$ cat src/rtl/div_mc_ctrl.sv
// Multicycle sequencer for a combinational divider: holds latched operands for SETTLE_CYCLES, then captures the result.
// Optional RISC-V divide-by-zero / signed-overflow result fixup enabled by defining DIV_RISCV_FIXUP_EN.
module div_mc_ctrl #(
  parameter int DATA_WIDTH    = 32,
  parameter int DIV_CTRL      = 3,
  parameter int SETTLE_CYCLES = 4
) (
  input  logic                  clk,
  input  logic                  rst_n,
  input  logic                  start_i,
  input  logic [DIV_CTRL-1:0]   div_ctrl_i,
  input  logic [DATA_WIDTH-1:0] op1_i,
  input  logic [DATA_WIDTH-1:0] op2_i,
  input  logic                  flush_i,
  output logic [DATA_WIDTH-1:0] div_op1_o,
  output logic [DATA_WIDTH-1:0] div_op2_o,
  output logic [DIV_CTRL-1:0]   div_ctrl_o,
  input  logic [DATA_WIDTH-1:0] div_result_i,
  output logic                  stall_o,
  output logic                  done_o,
  output logic [DATA_WIDTH-1:0] result_o,
  output logic [1:0]            state_dbg_o
);

  typedef enum logic [1:0] {
    IDLE   = 2'd0,
    SETTLE = 2'd1,
    DONE   = 2'd2
  } state_e;

  localparam logic [3:0] CNT_INIT = 4'(SETTLE_CYCLES - 1);
  localparam logic [DATA_WIDTH-1:0] MOST_NEG = {1'b1, {(DATA_WIDTH-1){1'b0}}};

  state_e                state_q;
  logic [3:0]            cnt_q;
  logic [DATA_WIDTH-1:0] op1_q;
  logic [DATA_WIDTH-1:0] op2_q;
  logic [DIV_CTRL-1:0]   ctrl_q;
  logic [DATA_WIDTH-1:0] result_q;
  logic [DATA_WIDTH-1:0] result_d;
  logic                  done_q;
  logic                  accept;

  assign accept = (state_q == IDLE) & start_i & div_ctrl_i[2] & ~flush_i;

  // Value captured at the end of SETTLE; special cases come from the latched operands.
  always_comb begin
    result_d = div_result_i;
`ifdef DIV_RISCV_FIXUP_EN
    if (op2_q == '0) begin
      result_d = ctrl_q[1] ? op1_q : '1;
    end else if (!ctrl_q[0] && (op1_q == MOST_NEG) && (op2_q == '1)) begin
      result_d = ctrl_q[1] ? '0 : op1_q;
    end
`endif
  end

  always_ff @(posedge clk or negedge rst_n) begin
    if (!rst_n) begin
      state_q  <= IDLE;
      cnt_q    <= '0;
      op1_q    <= '0;
      op2_q    <= '0;
      ctrl_q   <= '0;
      result_q <= '0;
      done_q   <= 1'b0;
    end else begin
      done_q <= 1'b0;
      if (flush_i) begin
        state_q <= IDLE;
      end else begin
        case (state_q)
          IDLE: begin
            if (accept) begin
              op1_q   <= op1_i;
              op2_q   <= op2_i;
              ctrl_q  <= div_ctrl_i;
              cnt_q   <= CNT_INIT;
              state_q <= SETTLE;
            end
          end
          SETTLE: begin
            if (cnt_q == 4'd0) begin
              result_q <= result_d;
              done_q   <= 1'b1;
              state_q  <= DONE;
            end else begin
              cnt_q <= cnt_q - 4'd1;
            end
          end
          DONE: begin
            // The divide instruction leaves execute this cycle, so a start here is not ours.
            state_q <= IDLE;
          end
          default: state_q <= IDLE;
        endcase
      end
    end
  end

  assign stall_o     = accept | (state_q == SETTLE);
  assign done_o      = done_q;
  assign result_o    = result_q;
  assign div_op1_o   = op1_q;
  assign div_op2_o   = op2_q;
  assign div_ctrl_o  = ctrl_q;
  assign state_dbg_o = state_q;

endmodule

$ cat config.mk
export PLATFORM = sky130hd
export DESIGN_NAME = div_mc_ctrl
export DESIGN_NICKNAME = d
export VERILOG_FILES = /design/src/rtl/div_mc_ctrl.sv
export SDC_FILE = /design/constraint.sdc
export NUM_CORES = 1
export LEC_CHECK = 0
export ABC_AREA = 1
export BUFFER_PORTS_ARGS = -buffer_cell sky130_fd_sc_hd__buf_2
export CORE_ASPECT_RATIO = 0.75
export CORE_MARGIN = 1.5
export CORE_UTILIZATION = 25
export CTS_CLUSTER_DIAMETER = 120
export DETAILED_ROUTE_END_ITERATION = 8
export MAX_ROUTING_LAYER = met4
export SYNTH_ARGS = -nofsm -noshare
export SYNTH_HDL_FRONTEND = slang
export SYNTH_SLANG_ARGS = --single-unit
$ cat constraint.sdc
create_clock -name clk -period 1.35 [get_ports clk]
set_input_delay 0.135 -clock clk [delete_from_list [all_inputs] [get_ports clk]]
set_output_delay 0.135 -clock clk [all_outputs]
set_load 0.01 [all_outputs]
# Yosys cells after proc, flatten, opt, wreduce, memory -nomap -nowiden
# Cells that the tools add are included.
# W data, S select, Z words.
# classes
add_sub_neg	1
eq_ne	5
muxes	10
n_bitwise	5
n_reduce_logical	7
# ops
operator	n
$mux W4	2
$pmux W4 S2	1
$mux W2	3
$ne A3 B3 Y1 const B	2
$reduce_and A3 Y1	2
$logic_not A4 Y1	1
$ne A2 B2 Y1 const B	2
$pmux W2 S2	1
$reduce_and A4 Y1	1
$sub A4 B1 Y4 const B	1
$and A1 B1 Y1	3
$mux W1	3
$eq A2 B1 Y1 const B	1
$logic_not A2 Y1	1
$reduce_and A2 Y1	1
$reduce_bool A2 Y1	1
$not A1 Y1	1
$or A1 B1 Y1	1
# word_totals
reg_bits	106
input_bits	103
output_inout_bits	103
word_cells	35

# Longest topological paths before layout
# Gate-level depths: netlist of the first run.
# depth
word_depth	7
depth_mapped	7

# Worst setup path before layout of the first run
# Ideal clock, no wire load.
# synth_path
path_kind	flip-flop to flip-flop
from	reg cnt_q[0]
to	reg result_q[10] (netlist: result_o[10])
setup_time_ns	0.116
t_arrival_ns	1.184
slack_ns	0.050
path_stages_with_launch	7
n_path_buf	1
period_less_slack_ns	1.300
path_cell_list	dfrtp_1 -> inv_1 -> ha_1 -> nand4_2 -> clkbuf_1 -> nand2_1 -> nand2_1
# synth_between
elab_chain_len	2
# synth_lines
element	line_no	text
from (decl)	35	logic [3:0] cnt_q;
from (signal assigned)	88	cnt_q <= cnt_q - 4'd1;
$logic_not A4 Y1	83	if (cnt_q == 4'd0) begin
$reduce_and A3 Y1 (no line)	n/a	
to (signal assigned)	84	result_q <= result_d;
to (decl)	39	logic [DATA_WIDTH-1:0] result_q;
# No other way between the ends.
# A chain may end at the register's enable or synchronous reset.

# Worst setup path after layout of the first run
# layout_path
from	reg state_q[1] (netlist: state_dbg_o[1])
to	out stall_o
# layout_between
elab_chain_len	5
elab_cells_between_ends	6
classes_between	1 x eq/ne; 4 x bitwise; 1 x reduce/logical
# layout_lines
element	line_no	text
from (decl)	34	state_e state_q;
from (signal assigned)	60	state_q <= IDLE;
from (signal assigned)	70	state_q <= IDLE;
from (signal assigned)	79	state_q <= SETTLE;
$logic_not A2 Y1	44	assign accept = (state_q == IDLE) & start_i & div_ctrl_i[2] & ~flush_i;
$and A1 B1 Y1 (3 in a row)	44	
$or A1 B1 Y1 (*)	101	assign stall_o = accept | (state_q == SETTLE);
to (decl)	19	output logic stall_o,
# Every way passes the cells marked *; elsewhere a longest branch is shown, timed or not.

==> results of run 1 <==
[final cells by class]
cell class	instances	area, um^2	area share
multi-input cells	261	1355	0.2032
repair buffers	263	1758	0.2637
flip-flops and latches	106	2654	0.3980
well taps	236	295.3	0.04429
clock inverters	4	56.30	0.008444
inverters	74	282.8	0.04241
clock buffers	12	266.5	0.03997
[through the flow]
| step | hold slack [ps] | setup WS [ps] | instance area, um^2 |
|---|---|---|---|
| after floorplan | -160.6 | 49.68 | 4408 |
| after global placement | -47.69 | 32.18 | 5704 |
| after detailed placement | -50.93 | -20.32 | 5704 |
| after CTS | 4.320 | -1.723 | 6410 |
| after global routing | 9.469 | -80.57 | 6668 |
| final | 16.96 | -1.879 | 6668 |
[synth_stat cells]
library cell | number | area (um^2)
a21oi_1 | 1 | 5.000
buf_2 | 1 | 5.000
buf_4 | 1 | 7.510
buf_6 | 15 | 168.9
clkbuf_1 | 4 | 15.01
dfrtp_1 | 106 | 2653
ha_1 | 1 | 12.51
inv_1 | 72 | 270.3
inv_2 | 2 | 7.510
nand2_1 | 178 | 668.1
nand3_1 | 6 | 30.03
nand4_2 | 2 | 25.02
nor2_1 | 4 | 15.01
nor2_2 | 1 | 6.260
nor2_4 | 1 | 11.26
nor3_1 | 1 | 5.000
o21ai_0 | 12 | 60.06
o21ai_1 | 8 | 40.04
o21ai_2 | 46 | 402.9
[registers in the layout, indices dropped and copies added (netlist names)]
signal,count
div_op1_o,32
div_op2_o,32
result_o,32
cnt_q,4
div_ctrl_o,3
state_dbg_o,2
done_o,1
[final timing paths]
kind | from | to | depth (start not counted)
worst min-delay path | op1_i[2] | div_op1_o[2] | 3
worst max register to register | state_dbg_o[1] | div_op1_o[5] | 6
worst min register to register | div_ctrl_o[2] | div_ctrl_o[2] | 2
max in group asynchronous | rst_n | state_dbg_o[1] | 3
worst max-delay path | state_dbg_o[1] | stall_o | 4
min in group asynchronous | rst_n | div_op2_o[23] | 2
[kinds of logic after synthesis]
logic type	synth area share
simple gates	0.1726
flops	0.6018
buf+inv	0.1076
compound gates	0.1152
fa+ha+maj	0.002838
[where the power goes]
group          internal, W  total (W)  leakage (nW)  switching (W)
Sequential         0.00415    0.00471          1.33       0.000563
Clock              0.00161    0.00282         0.160        0.00121
Combinational      0.00158    0.00344          2.30        0.00186
[layer usage]
metal  vias to the layer above  routed length (um)  track usage
met2                       148                5782       0.1997
met4                         0                 157      0.04167
met3                        14                1016      0.04971
li1                       1889                   -            -
met1                      1736                5452       0.1528
met5                         -                   0            -
[worst reg2reg max path, cell delays in order (launching register included)]
cell       delay, ps
dfrtp_2          430
nor2_4           150
nand4_4          110
buf_12           180
clkbuf_16        200
nand2_1           70
o21ai_0           70
[timing repair]
action,CTS,global route
setup buffers,2,0
gates cloned,0,8
pin swaps,2,3
hold buffers,35,0
endpoints found under the hold margin,140,0
gates resized for setup,2,34
endpoints found under the setup margin,27,102
==> flow_summary_export.csv, run 1 <==
group,metric,value,unit
grt,grt_pass1_wl,18.23,mm
floorplan,die_h,118.0,um
detailed_routing,totalWireLength,12.41,mm
cts,h-tree-depth,3,
yosys,synth_nets,566,
detailed_routing,wl_per_cell,12.98,um
worst_setup_path,crit_buf_inv,1,
job,cap_violations,0,
grt,grt_max_degree,81,
cts,cts_made_buffers,9,
worst_setup_path,crit_chain,"nor2_4 > nand4_4 > nand2_2 > buf_6",
placed_design,placed_cells_incl_taps,895,
sta,hold_viol,0,
grt,first_global_vias,3753,
pwr,power_density,1646,nW/um^2
yosys,syn_inst,462,
sta,slew_viol_final,0,
worst_setup_path,rrSetupSlack,40,ps
finish,layout.nets,819,
floorplan,dieArea,18450,um^2
worst_setup_path,path_max_fanout,3,
sta,worst_slack,-1.879,ps
floorplan,row_count,41,
pwr,ir_drop,0.0009818,V
yosys,syn_area_per_cell,9.541,um^2
worst_setup_path,crit_type,"flop to output port",
detailed_routing,route.detailed.drc,0,
finish,final_common_cell,"buf_2",
status,violations,"setup timing",
finish,diodes,0,
yosys,ys_ff_latch,106,
sta,setup_tns,-1.879,ps
finish,final_util,0.3915,
worst_setup_path,max_stage_delay,430,ps
status,outcome,"finished, violations left",
finish,final_cell_mix,"buf_2, nand2_1, dfrtp_1",
floorplan,io_pins,206,
grt,grt_antenna_before_repair,0,
sta,rsz0062_at_grt,"yes",
cts,clkLatencyLatePin,350,ps
finish,layout-drive-gt1-share,0.4319,
pwr,p_leak,3.795,nW
detailed_routing,avgViaCountPerCell,3.961,
finish,syn_to_final_growth,51.26,%
worst_setup_path,worstPathRequired,1220,ps
sta,relSlewSlack,0.8031,
hold_path,hold_class,"primary input to flop",
sta,skew,9.522,ps
finish,instances_no_fill,956,
floorplan,die_w,156.3,um
worst_setup_path,critical_path.top_delay_family,"flip-flops",
worst_setup_path,slowest_stage,"dfrtp_2",
floorplan,core_area,17030,um^2
sta,fmax,739.7,MHz
yosys,yosysSeqAreaShare,0.6018,
cts,cts_buffer_depth,2,
detailed_routing,dr.first_iter.drc_count,181,
pwr,fin_total_pwr,0.01097,W
worst_setup_path,endpoint_kind,"output port",
floorplan,start_util,0.2588,
detailed_routing,vias,3787,
cts,clk_pin_slew,70,ps
yosys,mappedNetlistArea,4408,um^2
sta,period_share,1.001,
worst_setup_path,arrival,1220,ps
placed_design,io_buffers,205,
placed_design,gp_congestion,0.7778,
cts,cts_root_buffer,"clkbuf_16",
sta,period_minus_slack,1352,ps
worst_setup_path,startpoint_type,"flop",
yosys,ys_warn_count,0,
sta,setup_viol,1,
finish,fillers,1721,
yosys,netlist-cell-type-count,19,
placed_design,dp_hpwl,7.797,mm
detailed_routing,drt_first_pass_iters,4,
detailed_routing,ant_nets,0,
sta,worst_pin_slew,295.3,ps
cts,cts_tree,"yes",
cts,clock-sinks,106,
grt,gr-usage-all-layers,0.1286,
grt,gr-total-overflow,0,
(Power assumes the default switching activity.)
==> run 2, diff against run 1 <==
ABC_AREA = not set   (was 1)
==> flow_summary_export.csv, run 2 <==
group,metric,value,unit
finish,syn_to_final_growth,64.74,%
yosys,synth-main-ff-cell,"dfrtp_1",
status,violations,"setup timing",
worst_setup_path,arrival,1920,ps
detailed_routing,vias,3046,
worst_setup_path,slowest_stage,"dfrtp_1",
yosys,netlist.area_leader.share,0.6378,
yosys,netlist-cell-type-count,28,
grt,grt_antenna_before_repair,0,
sta,worst_slack,-343.0,ps
finish,final_common_cell,"buf_2",
floorplan,die_h,114.7,um
grt,gr-total-overflow,0,
placed_design,dp_hpwl,6.872,mm
finish,instances_no_fill,743,
floorplan,die_w,151.9,um
placed_design,io_buffers,205,
status,outcome,"finished, violations left",
floorplan,row_count,40,
worst_setup_path,startpoint_type,"flop",
hold_path,hold_class,"primary input to flop",
detailed_routing,avgViaCountPerCell,4.100,
yosys,ys_ff_latch,106,
floorplan,core_area,16170,um^2
cts,cts_tree,"yes",
yosys,mappedNetlistArea,4159,um^2
worst_setup_path,cp-startpoint,"cnt_q[1]",
sta,setup_viol,105,
sta,period_minus_slack,1693,ps
sta,skew,10.27,ps
worst_setup_path,rrSetupSlack,-340,ps
yosys,synthTopCellsByCount,"dfrtp_1, mux2_2, mux2_4",
yosys,synth-simple-area-share,0.02798,
cts,cts_root_buffer,"clkbuf_16",
detailed_routing,ant_nets,0,
grt,grt_max_degree,107,
sta,hold_viol,0,
sta,relSlewSlack,0.6262,
detailed_routing,drt_first_pass_iters,4,
grt,gr-usage-all-layers,0.1286,
floorplan,start_util,0.2573,
detailed_routing,route.detailed.drc,0,
worst_setup_path,max_stage_delay,390,ps
worst_setup_path,worstPathRequired,1580,ps
placed_design,placed_cells_incl_taps,667,
sta,fmax,590.7,MHz
finish,layout.nets,632,
yosys,yosys.area_share.adder,0.003008,
yosys,syn_area_per_cell,17.19,um^2
worst_setup_path,path_max_fanout,12,
yosys,synth-compound-area-share,0.01775,
sta,period_share,1.254,
worst_setup_path,crit_type,"flop to flop",
worst_setup_path,r2r_cells,6,
finish,layout-drive-gt1-share,0.6679,
yosys,synth.area.mux_share,0.2906,
yosys,yosysMostFrequentCell,"dfrtp_1",
worst_setup_path,r2r_end,"result_o[23]",
yosys,syn_inst,242,
placed_design,preCtsSetupSlack,-295.0,ps
detailed_routing,totalWireLength,11.11,mm
pwr,power_density,1507,nW/um^2
finish,final_cell_mix,"buf_2, dfrtp_1, mux2_4",
pwr,p_leak,3.581,nW
yosys,synth.largest_area_cell,"dfrtp_1",
sta,worst_pin_slew,560.7,ps
sta,fin_hold_ws,23.74,ps
grt,first_global_vias,3286,
cts,cts_buffer_depth,2,
grt,grt_pass1_wl,16.91,mm
yosys,synth_top_family_by_area,"multiplexers",
placed_design,gp_congestion,0.7887,
floorplan,io_pins,206,
detailed_routing,dr.first_iter.drc_count,91,
finish,final_area,6852,um^2
sta,rsz0062_at_grt,"yes",
floorplan,dieArea,17430,um^2
worst_setup_path,endpoint_kind,"flop",
yosys,synth_nets,346,
yosys,synth-edff-count,0,
pwr,ir_drop,0.0007006,V
yosys,synthArstFlopShare,1.000,
yosys,yosysSeqAreaShare,0.6378,
worst_setup_path,crit_path_end,"result_o[23]",
yosys,synth_area_leaders,"dfrtp_1, mux2_2, mux2_4",
worst_setup_path,worstReg2RegStart,"cnt_q[1]",
sta,slew_viol_final,0,
placed_design,placed_cell_area,5620,um^2
yosys,synth-xor-area-share,0,
job,cap_violations,0,
detailed_routing,wl_per_cell,14.95,um
worst_setup_path,crit_chain,"inv_1 > ha_2 > nor3b_4 > nand2_4 > bufbuf_16 > mux2_4",
cts,clock-sinks,106,
cts,clkLatencyLatePin,350,ps
finish,diodes,0,
cts,cts_made_buffers,9,
cts,clk_pin_slew,80,ps
yosys,ys_warn_count,0,
cts,h-tree-depth,3,
## run 2: worst max-delay path, delay by kind of cell (launching register included)
family        cells  cell delay (ps)
flops             1              390
buf+inv           2              370
simple gates      2              350
mux               1              290
fa+ha+maj         1              170
## run 2: routing by layer
| layer | global-route usage | vias to the layer above | routed length [um] |
|---|---|---|---|
| li1 | - | 1423 | - |
| met1 | 0.1527 | 1469 | 4884 |
| met2 | 0.2042 | 141 | 5330 |
| met3 | 0.04580 | 13 | 752 |
| met4 | 0.04272 | 0 | 140 |
| met5 | - | - | 0 |
## run 2: final cells by class
class / count / area (um^2)
Multi-Input combinational cell: 122 / 1644
Sequential cell: 106 / 2655
Fill cell: 1461 / 9314
Timing Repair Buffer: 285 / 1991
Inverter: 4 / 15.01
Clock inverter: 3 / 23.77
Tap cell: 210 / 262.8
Clock buffer: 13 / 260.3
## run 2: cells by family after synthesis
family,Yosys count
DFF,106
AOI/OAI and AO/OA,9
buffers and inverters,14
muxes,98
and+or+nand+nor,14
adders and majority gates,1
## run 2: how the worst min path moves through the flow
stage / from / endpoint / slack (ps) / depth (start not counted)
final: op1_i[18] / div_op1_o[18] / 20 / 2
after global placement: rst_n / div_op2_o[21] / 250 / 2
after floorplan: rst_n / cnt_q[0] / -160 / 0
after CTS: op2_i[19] / div_op2_o[19] / 0.1 / 2
after global routing: op2_i[28] / div_op2_o[28] / 6 / 2
after detailed placement: rst_n / div_op2_o[26] / 250 / 2
## run 2: where the power goes
group          switching (W)  total [W]  internal [W]
sequential          0.000495    0.00455       0.00406
clock                0.00114    0.00250       0.00136
combinational        0.00130    0.00327       0.00198
total                0.00293     0.0103       0.00739
## run 2: through the flow
step	utilization	TNS (ps)	total power [W]
6_report	0.4238	-26490	0.01033
4_1_cts	0.4118	-31190	0.01026
3_5_place_dp	0.3477	-20130	0.007464
3_3_place_gp	0.3477	-18000	0.007401
2_1_floorplan	-	-18340	0.006087
5_1_grt	0.4238	-34720	0.01092
## run 2: repair_timing
item	4_1_cts	5_1_grt
resized for setup	19	46
hold buffers	47	0
endpoints found under the setup margin	99	107
setup buffers	6	3
pin swaps	4	4
endpoints found under the hold margin	152	0
cloned	5	1
==> run 3, diff against run 2 <==
==> constraint.sdc (replaced) <==
create_clock -name clk -period 1.35 [get_ports clk]
set_input_delay 0.135 -clock clk [delete_from_list [all_inputs] [get_ports clk]]
set_output_delay 0.135 -clock clk [all_outputs]
set_load 0.005 [all_outputs]
==> flow_summary_export.csv, run 3 (synthesis results as in run 2) <==
group,metric,value,unit
status,outcome,"finished, violations left",
status,violations,"setup timing",
sta,worst_pin_slew,365.9,ps
placed_design,io_buffers,205,
worst_setup_path,worstPathRequired,1580,ps
sta,hold_viol,0,
sta,setup_viol,103,
floorplan,io_pins,206,
grt,gr-usage-all-layers,0.1231,
sta,worst_slack,-236.5,ps
detailed_routing,totalWireLength,10.72,mm
sta,slew_viol_final,0,
hold_path,min_to,"result_o[2]",
finish,layout.nets,604,
hold_path,min-delay-start,"div_result_i[2]",
floorplan,core_area,16170,um^2
grt,gr-total-overflow,0,
worst_setup_path,rrSetupSlack,-240,ps
finish,final_cell_mix,"buf_2, dfrtp_1, mux2_4",
cts,cts_tree,"yes",
finish,diodes,0,
detailed_routing,vias,2986,
finish,syn_to_final_growth,59.63,%
grt,first_global_vias,3167,
cts,cts_made_buffers,9,
cts,cts_buffer_depth,2,
cts,clkLatencyLatePin,340,ps
sta,fmax,630.3,MHz
sta,relSlewSlack,0.7561,
worst_setup_path,arrival,1820,ps
placed_design,dp_hpwl,7.486,mm
floorplan,start_util,0.2573,
worst_setup_path,path_max_fanout,3,
floorplan,row_count,40,
cts,h-tree-depth,3,
pwr,ir_drop,0.0007189,V
pwr,p_leak,3.495,nW
placed_design,preCtsSetupSlack,-315.3,ps
grt,grt_antenna_before_repair,0,
worst_setup_path,crit_type,"flop to flop",
floorplan,die_h,114.7,um
worst_setup_path,endpoint_kind,"flop",
job,cap_violations,0,
placed_design,placed_cells_incl_taps,671,
worst_setup_path,worstReg2RegStart,"cnt_q[0]",
detailed_routing,drt_first_pass_iters,4,
detailed_routing,avgViaCountPerCell,4.176,
grt,grt_max_degree,58,
finish,instances_no_fill,715,
cts,clk_pin_slew,70,ps
sta,skew,5.550,ps
floorplan,dieArea,17430,um^2
sta,period_share,1.175,
worst_setup_path,r2r_end,"cnt_q[3]",
finish,layout-drive-gt1-share,0.7168,
detailed_routing,dr.first_iter.drc_count,97,
detailed_routing,route.detailed.drc,0,
finish,final_common_cell,"buf_2",
floorplan,die_w,151.9,um
worst_setup_path,startpoint_type,"flop",
cts,cts_root_buffer,"clkbuf_16",
grt,grt_pass1_wl,16.33,mm
sta,period_minus_slack,1587,ps
hold_path,holdPathStages,2,
placed_design,gp_congestion,0.7997,
detailed_routing,wl_per_cell,14.99,um
pwr,power_density,1530,nW/um^2
hold_path,hold_class,"primary input to flop",
cts,clock-sinks,106,
detailed_routing,ant_nets,0,
worst_setup_path,r2r_cells,4,
sta,rsz0062_at_grt,"yes",
[run 3: worst max-delay path, stage by stage, from the launching register on]
cell and delay, ps:
dfrtp_1 380, buf_4 140, or3_4 380, a2111o_1 360, a22o_1 210
[run 3: report_power, final]
| part | switching, W | internal, W | total [W] |
|---|---|---|---|
| clock | 0.00115 | 0.00149 | 0.00264 |
| combinational | 0.000965 | 0.00199 | 0.00295 |
| sequential | 0.000505 | 0.00406 | 0.00456 |
| total | 0.00262 | 0.00754 | 0.0102 |
[run 3: what timing repair did]
action                                 in CTS  in global routing
hold buffers                               15                  3
setup endpoints to repair                 103                105
resized for setup                          41                 31
setup buffers                               4                  2
pin swaps                                   3                  2
endpoints found under the hold margin     120                  3
cloned                                      1                  3
[run 3: how the worst max path moves through the flow]
stage                   from      endpoint  slack [ps]
global route        cnt_q[0]  result_o[10]        -320
floorplan           cnt_q[0]  result_o[10]        -220
detailed placement  cnt_q[0]      cnt_q[1]        -320
CTS                 cnt_q[0]      cnt_q[3]        -240
global placement    cnt_q[0]      cnt_q[1]        -240
finish              cnt_q[0]      cnt_q[3]        -240
[run 3: area by class of cell]
cell class | count | area [um^2]
clock buffers | 12 | 246.5
repair buffers | 257 | 1715
multi-input cells | 122 | 1693
flip-flops and latches | 106 | 2655
inverters | 4 | 15.01
well taps | 210 | 262.8
clock inverters | 4 | 51.30
fillers | 1484 | 9527
[run 3: layer usage]
metal / wire length [um] / global-route usage / vias up
met1: 4966 / 0.1567 / 1462
li1: - / - / 1370
met4: 116 / 0.04466 / 0
met2: 4928 / 0.1873 / 146
met3: 709 / 0.03520 / 8
met5: 0 / - / -
[run 3: stage by stage]
step | hold slack [ps] | total power [W] | cell area (um^2) | TNS, ps | utilization
detailed placement | 154.1 | 0.007206 | 5709 | -20430 | 0.3532
CTS | 0.2522 | 0.01013 | 6402 | -20830 | 0.3961
floorplan | -160.6 | 0.005788 | 4250 | -17220 | -
global placement | 149.6 | 0.007119 | 5709 | -17350 | 0.3532
global route | 0.2346 | 0.01074 | 6639 | -27070 | 0.4107
finish | 19.77 | 0.01016 | 6639 | -19420 | 0.4107
